`src/rtl/dmem_arb_pkg.sv`:
```
// Shared types and constants for the data-memory arbiter.
// Holds the FSM encoding, the port indices and the full-word byte mask.
package dmem_arb_pkg;

  typedef enum logic [0:0] {
    IDLE   = 1'b0,
    RMW_WR = 1'b1
  } state_e;

  localparam logic P_CORE = 1'b0;
  localparam logic P_DBG  = 1'b1;

  localparam logic [3:0] BE_FULL = 4'hF;

endpackage

```
`src/rtl/dmem_arbiter_byte_merge.sv`:
```
// Four-lane byte select: each lane takes the new byte when its enable is set.
// Kept standalone so the load/store unit can share it.
module byte_merge (
  input  logic [31:0] old_i,
  input  logic [31:0] new_i,
  input  logic [3:0]  be_i,
  output logic [31:0] merged_o
);

  always_comb begin
    merged_o = old_i;
    for (int i = 0; i < 4; i++) begin
      if (be_i[i]) merged_o[8*i +: 8] = new_i[8*i +: 8];
    end
  end

endmodule

```
`src/rtl/dmem_arbiter.sv`:
```
// Round-robin arbiter for two requesters in front of a single-port word memory.
// Partial stores become a two-cycle read-modify-write; everything else finishes in one.
//
// state  | meaning
// IDLE   | arbitrate; loads, full/empty stores and out-of-range accesses finish here
// RMW_WR | write back the merged word latched in IDLE and grant its owner
module dmem_arbiter
  import dmem_arb_pkg::*;
#(
  parameter int DEPTH = 64,
  parameter int AW    = 32
) (
  input  logic          CLK,
  input  logic          RST,
  input  logic          REQ0,
  input  logic          REQ1,
  input  logic          WR0,
  input  logic          WR1,
  input  logic [AW-1:0] ADDR0,
  input  logic [AW-1:0] ADDR1,
  input  logic [31:0]   WDATA0,
  input  logic [31:0]   WDATA1,
  input  logic [3:0]    BE0,
  input  logic [3:0]    BE1,
  output logic          GNT0,
  output logic          GNT1,
  output logic          RVALID0,
  output logic          RVALID1,
  output logic [31:0]   RDATA,
  output logic          ERR,
  output logic [AW-1:0] M_A,
  output logic [31:0]   M_WD,
  output logic          M_WE,
  input  logic [31:0]   M_RD
);

  localparam logic [AW-3:0] DEPTH_W = (AW-2)'(DEPTH);

  state_e        state_q, state_d;
  logic          last_q;
  logic          owner_q;
  logic [AW-3:0] waddr_q;
  logic [31:0]   merged_q;
  logic [31:0]   rdata_q;
  logic          rvalid0_q, rvalid1_q, err_q;

  logic          sel_req, sel_port, sel_wr, sel_in_range, sel_partial;
  logic [AW-1:0] sel_addr;
  logic [31:0]   sel_wdata, merged_w;
  logic [3:0]    sel_be;
  logic          gnt0, gnt1, idle_load;

  // Round-robin: under contention the port not granted last wins.
  always_comb begin
    sel_req = REQ0 | REQ1;
    if (REQ0 && REQ1) sel_port = ~last_q;
    else              sel_port = REQ1 ? P_DBG : P_CORE;
    sel_wr    = (sel_port == P_DBG) ? WR1    : WR0;
    sel_addr  = (sel_port == P_DBG) ? ADDR1  : ADDR0;
    sel_wdata = (sel_port == P_DBG) ? WDATA1 : WDATA0;
    sel_be    = (sel_port == P_DBG) ? BE1    : BE0;
  end

  assign sel_in_range = (sel_addr[AW-1:2] < DEPTH_W);
  assign sel_partial  = sel_wr && sel_in_range && (sel_be != BE_FULL) && (sel_be != 4'h0);
  assign idle_load    = (state_q == IDLE) && !sel_wr;

  byte_merge u_merge (
    .old_i    (M_RD),
    .new_i    (sel_wdata),
    .be_i     (sel_be),
    .merged_o (merged_w)
  );

  always_ff @(posedge CLK) begin
    if (RST) state_q <= IDLE;
    else     state_q <= state_d;
  end

  always_comb begin
    state_d = state_q;
    unique case (state_q)
      IDLE:    if (sel_req && sel_partial) state_d = RMW_WR;
      RMW_WR:  state_d = IDLE;
      default: state_d = IDLE;
    endcase
  end

  always_comb begin
    gnt0 = 1'b0;
    gnt1 = 1'b0;
    M_A  = '0;
    M_WD = '0;
    M_WE = 1'b0;
    unique case (state_q)
      IDLE: begin
        if (sel_req) begin
          M_A = sel_addr;
          if (!sel_partial) begin
            gnt0 = (sel_port == P_CORE);
            gnt1 = (sel_port == P_DBG);
            if (sel_wr && sel_in_range && (sel_be == BE_FULL)) begin
              M_WE = 1'b1;
              M_WD = sel_wdata;
            end
          end
        end
      end
      RMW_WR: begin
        M_A  = {waddr_q, 2'b00};
        M_WD = merged_q;
        M_WE = 1'b1;
        gnt0 = (owner_q == P_CORE);
        gnt1 = (owner_q == P_DBG);
      end
      default: ;
    endcase
    // A reset landing mid-RMW must not commit the half-finished store.
    if (RST) begin
      gnt0 = 1'b0;
      gnt1 = 1'b0;
      M_WE = 1'b0;
    end
  end

  always_ff @(posedge CLK) begin
    if (RST) begin
      last_q    <= 1'b1;
      owner_q   <= P_CORE;
      waddr_q   <= '0;
      merged_q  <= '0;
      rdata_q   <= '0;
      rvalid0_q <= 1'b0;
      rvalid1_q <= 1'b0;
      err_q     <= 1'b0;
    end else begin
      rvalid0_q <= gnt0 && idle_load;
      rvalid1_q <= gnt1 && idle_load;
      err_q     <= (gnt0 || gnt1) && (state_q == IDLE) && !sel_in_range;
      if ((gnt0 || gnt1) && idle_load) rdata_q <= sel_in_range ? M_RD : '0;
      if (gnt0 || gnt1) last_q <= gnt1;
      if ((state_q == IDLE) && (state_d == RMW_WR)) begin
        merged_q <= merged_w;
        waddr_q  <= sel_addr[AW-1:2];
        owner_q  <= sel_port;
      end
    end
  end

  assign GNT0    = gnt0;
  assign GNT1    = gnt1;
  assign RVALID0 = rvalid0_q;
  assign RVALID1 = rvalid1_q;
  assign RDATA   = rdata_q;
  assign ERR     = err_q;

  a_req0_held: assert property (@(posedge CLK) (REQ0 && !GNT0 && !RST) |=> (REQ0 || RST));
  a_req1_held: assert property (@(posedge CLK) (REQ1 && !GNT1 && !RST) |=> (REQ1 || RST));
  a_gnt_excl:  assert property (@(posedge CLK) !(GNT0 && GNT1));
  a_rv_excl:   assert property (@(posedge CLK) !(RVALID0 && RVALID1));

endmodule

```
`config.mk`:
```
export PLATFORM = sky130hd
export DESIGN_NAME = dmem_arbiter
export DESIGN_NICKNAME = d
export VERILOG_FILES = /design/src/rtl/dmem_arb_pkg.sv /design/src/rtl/dmem_arbiter_byte_merge.sv /design/src/rtl/dmem_arbiter.sv
export SDC_FILE = /design/constraint.sdc
export NUM_CORES = 1
export LEC_CHECK = 0
export BUFFER_PORTS_ARGS = -buffer_cell sky130_fd_sc_hd__buf_2
export CAP_MARGIN = 20
export CORE_AREA = 3 3 111 113
export CTS_CLUSTER_DIAMETER = 100
export DETAILED_ROUTE_END_ITERATION = 8
export DIE_AREA = 0 0 114 116
export PLACE_DENSITY = 0.84
export REMOVE_ABC_BUFFERS = 1
export SLEW_MARGIN = 30
export SYNTH_ARGS = -nofsm -noshare
export SYNTH_HDL_FRONTEND = slang
export SYNTH_SLANG_ARGS = --single-unit
```
`constraint.sdc`:
```
create_clock -name CLK -period 3.85 [get_ports CLK]
set_input_delay 0.9625 -clock CLK [delete_from_list [all_inputs] [get_ports CLK]]
set_output_delay 0.9625 -clock CLK [all_outputs]
set_load 0.05 [all_outputs]
```
# Word level (Yosys, flattened, before mapping)
# Cells that the tools add are included.
totals:
  reg_bits: 100
  latch_bits: 0
  ram_bits: 0
  romBits: 0
  input_bits: 174
  output_inout_bits: 102
  wordCells: 66
  memories: 0
op_classes:
  addsub: 0
  n_mul: 0
  n_div: 0
  magnitude_cmp: 1
  eq_ne: 2
  shifts: 0
  muxes: 32
  bitwise_logic: 5
  n_reduce_logical: 17
op_table:
  columns: ["operator", "count"]
  rows:
  - ["32-bit 2-to-1 mux", 7]
  - ["32-bit one-hot mux with 2 select lines", 2]
  - ["8-bit 2-to-1 mux", 4]
  - ["30-bit by 7-bit less-than comparator with 1-bit output, second input constant", 1]
  - ["1-bit 2-to-1 mux", 14]
  - ["1-bit logical AND", 13]
  - ["1-bit one-hot mux with 2 select lines", 4]
  - ["4-bit == test, second input constant", 1]
  - ["4-bit 2-to-1 mux", 1]
  - ["4-bit != test, second input constant", 1]
  - ["1-bit inverter", 4]
  - ["4-bit nonzero test", 1]
  - ["1-bit logical NOT", 2]
  - ["1-bit logical OR", 1]
  - ["1-bit OR", 1]

# Logic depth before layout (Yosys ltp)
logic_depth:
  depth_word: 14
  ltp_mapped: 9
  depth_no_buf: 6

# By module
# Synthesis repeated with hierarchy kept, for this count alone.
hier_totals:
  cells_unflattened: 714
  area_unflattened_um2: 5963.2
by_module_without_submodules:
  columns: ["mod", "n_inst", "cells_each", "area_per_inst_um2", "seq_area_each_um2"]
  rows:
  - ["dmem_arbiter", 1, 678, 5437.7, 2001.9]
  - ["byte_merge", 1, 36, 525.5, 0.0]

# Least setup slack after synthesis
# No wires, ideal clock.
synth_timing:
  kind: "input-to-output"
  startpoint: "input port ADDR0[14]"
  endpoint: "output port M_WD[10]"
  arrival_time_ns: 3.197
  t_required_ns: 2.888
  slack_ns: -0.310
  stages: 8
  n_path_buf: 2
  path_cell_list: "nor4_1 nand4_1 nor3_2 or2_2 buf_4 nand3_1 clkbuf_1 o21ai_0"
synth_between:
  elab_chain_cells: 8
  elab_cells_between_ends: 10
  cone_classes: "order compare: 1; mux: 5; reduce/logical: 4"
synth_lines:
  columns: ["item", "line", "source"]
  rows:
  - ["start, declared", "dmem_arbiter.sv:19", "input logic [AW-1:0] ADDR0,"]
  - ["32-bit 2-to-1 mux (*)", "dmem_arbiter.sv:59", "sel_addr = (sel_port == P_DBG) ? ADDR1 : ADDR0;"]
  - ["30-bit by 7-bit less-than comparator with 1-bit output (*)", "dmem_arbiter.sv:64", "assign sel_in_range = (sel_addr[AW-1:2] < DEPTH_W);"]
  - ["1-bit logical AND (*)", "dmem_arbiter.sv:65, dmem_arbiter.sv:102", null]
  - ["1-bit logical AND (on tied branches)", "dmem_arbiter.sv:102, dmem_arbiter.sv:65", null]
  - ["32-bit 2-to-1 mux or 1-bit logical AND (tied branches)", "dmem_arbiter.sv:102, dmem_arbiter.sv:65", null]
  - ["32-bit 2-to-1 mux (*)", "dmem_arbiter.sv:99", "if (!sel_partial) begin"]
  - ["32-bit 2-to-1 mux (*)", "dmem_arbiter.sv:97", "if (sel_req) begin"]
  - ["32-bit one-hot mux with 2 select lines (*)", "dmem_arbiter.sv:95", "unique case (state_q)"]
  - ["end, declared", "dmem_arbiter.sv:32", "output logic [31:0] M_WD,"]
# Mark *: on every way between the ends. The rest lies on a longest branch, timed or not.

# Final worst setup path
layout_timing:
  startpoint: "input port ADDR0[28]"
  endpoint: "output port M_WD[12]"
# Same word-level chain as after synthesis.

==> results.json <==
{
  "p_leak_nw": 3.384,
  "avgRoutedWirePerCell_um": 17.02,
  "whs_path_depth": 2,
  "cts_resized": 0,
  "synth_simple_gate_area_share": 0.2489,
  "regToRegStartpoint": "state_q",
  "async_reset_ff_frac": 0,
  "powerDensity_nw_per_um2": 327.9,
  "syn_to_final_growth_pct": 31.95,
  "die_w_um": 114,
  "placement.io_buffers": 275,
  "r2r_setup_slack_ns": 1.40,
  "yosysWarnings": 0,
  "cts_buffers": 9,
  "remaining_drc_errors": 0,
  "post_cts_buffers": 0,
  "synthAdderAreaFrac": 0,
  "maxSlewViolCount": 0,
  "clock_sinks": 100,
  "grt_max_degree": 55,
  "cp_data_arrival_time_ns": 2.69,
  "fin_cells": 1084,
  "crit_slowest_cell": "clkbuf_4",
  "ctsHoldBuffers": 0,
  "first_iter_violations": 446,
  "hold_path.class": "reg -> reg",
  "htree_num_levels": 3,
  "r2r-end": "RDATA[1]",
  "critPathCaptureType": "output pin",
  "synthMuxAreaShare": 0.1115,
  "grt_pass1_vias": 5917,
  "synth_top_area_share": 0.3541,
  "drive_gt1_frac": 0.3698,
  "die_h_um": 116,
  "max-vdd-ir-drop_mv": 0.2151,
  "hp-start": "RDATA[17]",
  "grt_first_pass_wirelength_um": 28610,
  "whs_endpoint": "RDATA[17]",
  "grt_overflow_total": 0,
  "die_area_sq_um": 13220,
  "synth_area_leaders": "dfxtp_1, mux2i_1, o41ai_2, nand2_1, o21ai_0",
  "via_count": 6204,
  "coreArea_sq_um": 11420,
  "relSlewSlack": 0.5658,
  "synth_edf_count": 0,
  "ys.flop_type": "dfxtp_1",
  "postSynthAreaPerCell_sq_um": 8.230,
  "initial_core_util": 0.4952,
  "synthDistinctLibCells": 37,
  "hpwl_um": 13770,
  "gp_congestion": 0.8315,
  "antenna_found_initial": 0,
  "dp_cells": 1068,
  "root_buffer": "clkbuf_16",
  "netlist_area_sq_um": 5654,
  "n_antenna_cell": 0,
  "synth_xor_area_frac": 0,
  "worstMarginPinSlew_ns": 0.6495,
  "synth_common_cells": "nand2_1, dfxtp_1, mux2i_1",
  "via_per_inst": 5.723,
  "clk_latency_ns": 0.33,
  "final.period_utilization": 0.9485,
  "clk_pin_slew_worst_paths_ns": 0.07,
  "hold_violations": 0,
  "yosysMostFrequentCell": "nand2_1",
  "syn_inst": 687,
  "start_kind": "input port",
  "cts_buffer_depth": 2,
  "pin_count": 276,
  "drt_pass1_iterations": 7,
  "crit_required_ns": 2.89,
  "tritoncts": "yes",
  "layout_min_cycle_time_ns": 3.652,
  "worstPathCellList": "buf_2 > nor4_1 > buf_4 > nand4_1 > nor3_2 > or2_2 > nand3_1 > buf_12 > o21ai_0 > clkbuf_4",
  "finalSetupViolations": 0,
  "synth_compound_area_frac": 0.2368,
  "synth_top_area_cell": "dfxtp_1",
  "crit_type": "in -> out",
  "routed_wl_um": 18450,
  "synth_top_family_by_area": "simple AND/OR/NAND/NOR gates",
  "fin_skew_ns": 0.006393,
  "cp_max_fo": 22,
  "fmax_mhz": 273.8,
  "nNetsFinal": 1110,
  "p_total_mw": 2.446,
  "critical-path-max-stage-delay_ns": 0.27,
  "ys_seq_elements": 100,
  "num_rows": 39,
  "grt_usage": 0.2689,
  "status": "finished clean",
  "seq_area_frac_synth": 0.3541,
  "cap_violations": 0,
  "reg2reg_depth": 6,
  "crit_path_start": "ADDR0[28]",
  "rsz0062_at_grt": "false",
  "ant_nets": 0
}
[flip-flops by register name (all words and copies together), names as in the netlist]
register,flops
last_q,1
RDATA,32
RVALID0,1
ERR,1
waddr_q,30
RVALID1,1
state_q,1
owner_q,1
merged_q,32
[how the worst max path moves through the flow]
stage	end	slack, ns	depth (start not counted)
6_report	M_WD[12]	0.20	10
5_1_grt	M_WD[14]	0.003	10
4_1_cts	M_WD[27]	0.20	10
3_5_place_dp	M_WD[27]	0.20	10
3_3_place_gp	M_WD[23]	0.24	10
2_1_floorplan	M_WD[0]	-3.46	6
[routing by layer]
layer  part of all wire  wire [um]  track usage  vias to the layer above
met5                  0          0            0                        -
met3              0.080       1472      0.05222                       39
met2               0.51       9340       0.4828                      267
met1               0.39       7154       0.3105                     2885
met4              0.026        486       0.1180                        0
li1                   -          -            -                     3013
[final cells by class]
type / instances / area (sq um)
repair buffers: 295 / 1579
inverters: 3 / 11.26
well taps: 143 / 178.9
clock buffers: 12 / 246.5
multi-input cells: 527 / 3393
clock inverters: 4 / 48.80
flip-flops and latches: 100 / 2003
fillers: 993 / 3958
[report_power, final]
group | internal [mW] | switching (mW) | total [mW]
Combinational | 0.172 | 0.343 | 0.516
Sequential | 1.04 | 0.00149 | 1.04
Clock | 0.521 | 0.372 | 0.893
Total | 1.73 | 0.717 | 2.45
[critical path, delay by kind of cell]
family | cells | cell delay [ns]
AOI/OAI and AO/OA | 1 | 0.20
buffers and inverters | 4 | 0.72
and+or+nand+nor | 5 | 0.79
[cells in the final DEF, fill, tap and decap left out, types with 3 or more instances in the layout]
| cell | n |
|---|---|
| and2_1 | 25 |
| a21oi_1 | 35 |
| inv_1 | 3 |
| dfxtp_1 | 99 |
| nand3b_1 | 38 |
| o21ai_1 | 5 |
| nor2_1 | 43 |
| o41ai_2 | 32 |
| nor4_1 | 15 |
| nand3_1 | 35 |
| buf_4 | 21 |
| o22ai_1 | 32 |
| buf_2 | 269 |
| clkbuf_16 | 9 |
| mux2i_1 | 63 |
| nand2_1 | 116 |
| buf_12 | 3 |
| o21ai_0 | 59 |
| nand4_1 | 4 |
| o31ai_1 | 6 |
[through the flow]
step                      utilization  hold slack, ns  TNS, ns  instance area [sq um]  setup slack (ns)
final                          0.6534          0.4504        0                   7461            0.1981
after global routing           0.6534          0.4694        0                   7461          0.002929
after CTS                      0.6523          0.4504        0                   7448            0.1963
after detailed placement       0.6265          0.4417        0                   7153            0.2011
after global placement         0.6265          0.4359        0                   7153            0.2396
after floorplan                     -          0.4296  -392.48                   5390            -3.460
[cells by family (layout without fill, tap and decap cells)]
family,after synthesis,count (layout)
compound gates,177,177
buf+inv,60,314
flops,100,100
mux,63,63
simple gates,287,287
No activity file was read; power rests on OpenSTA's default activity.
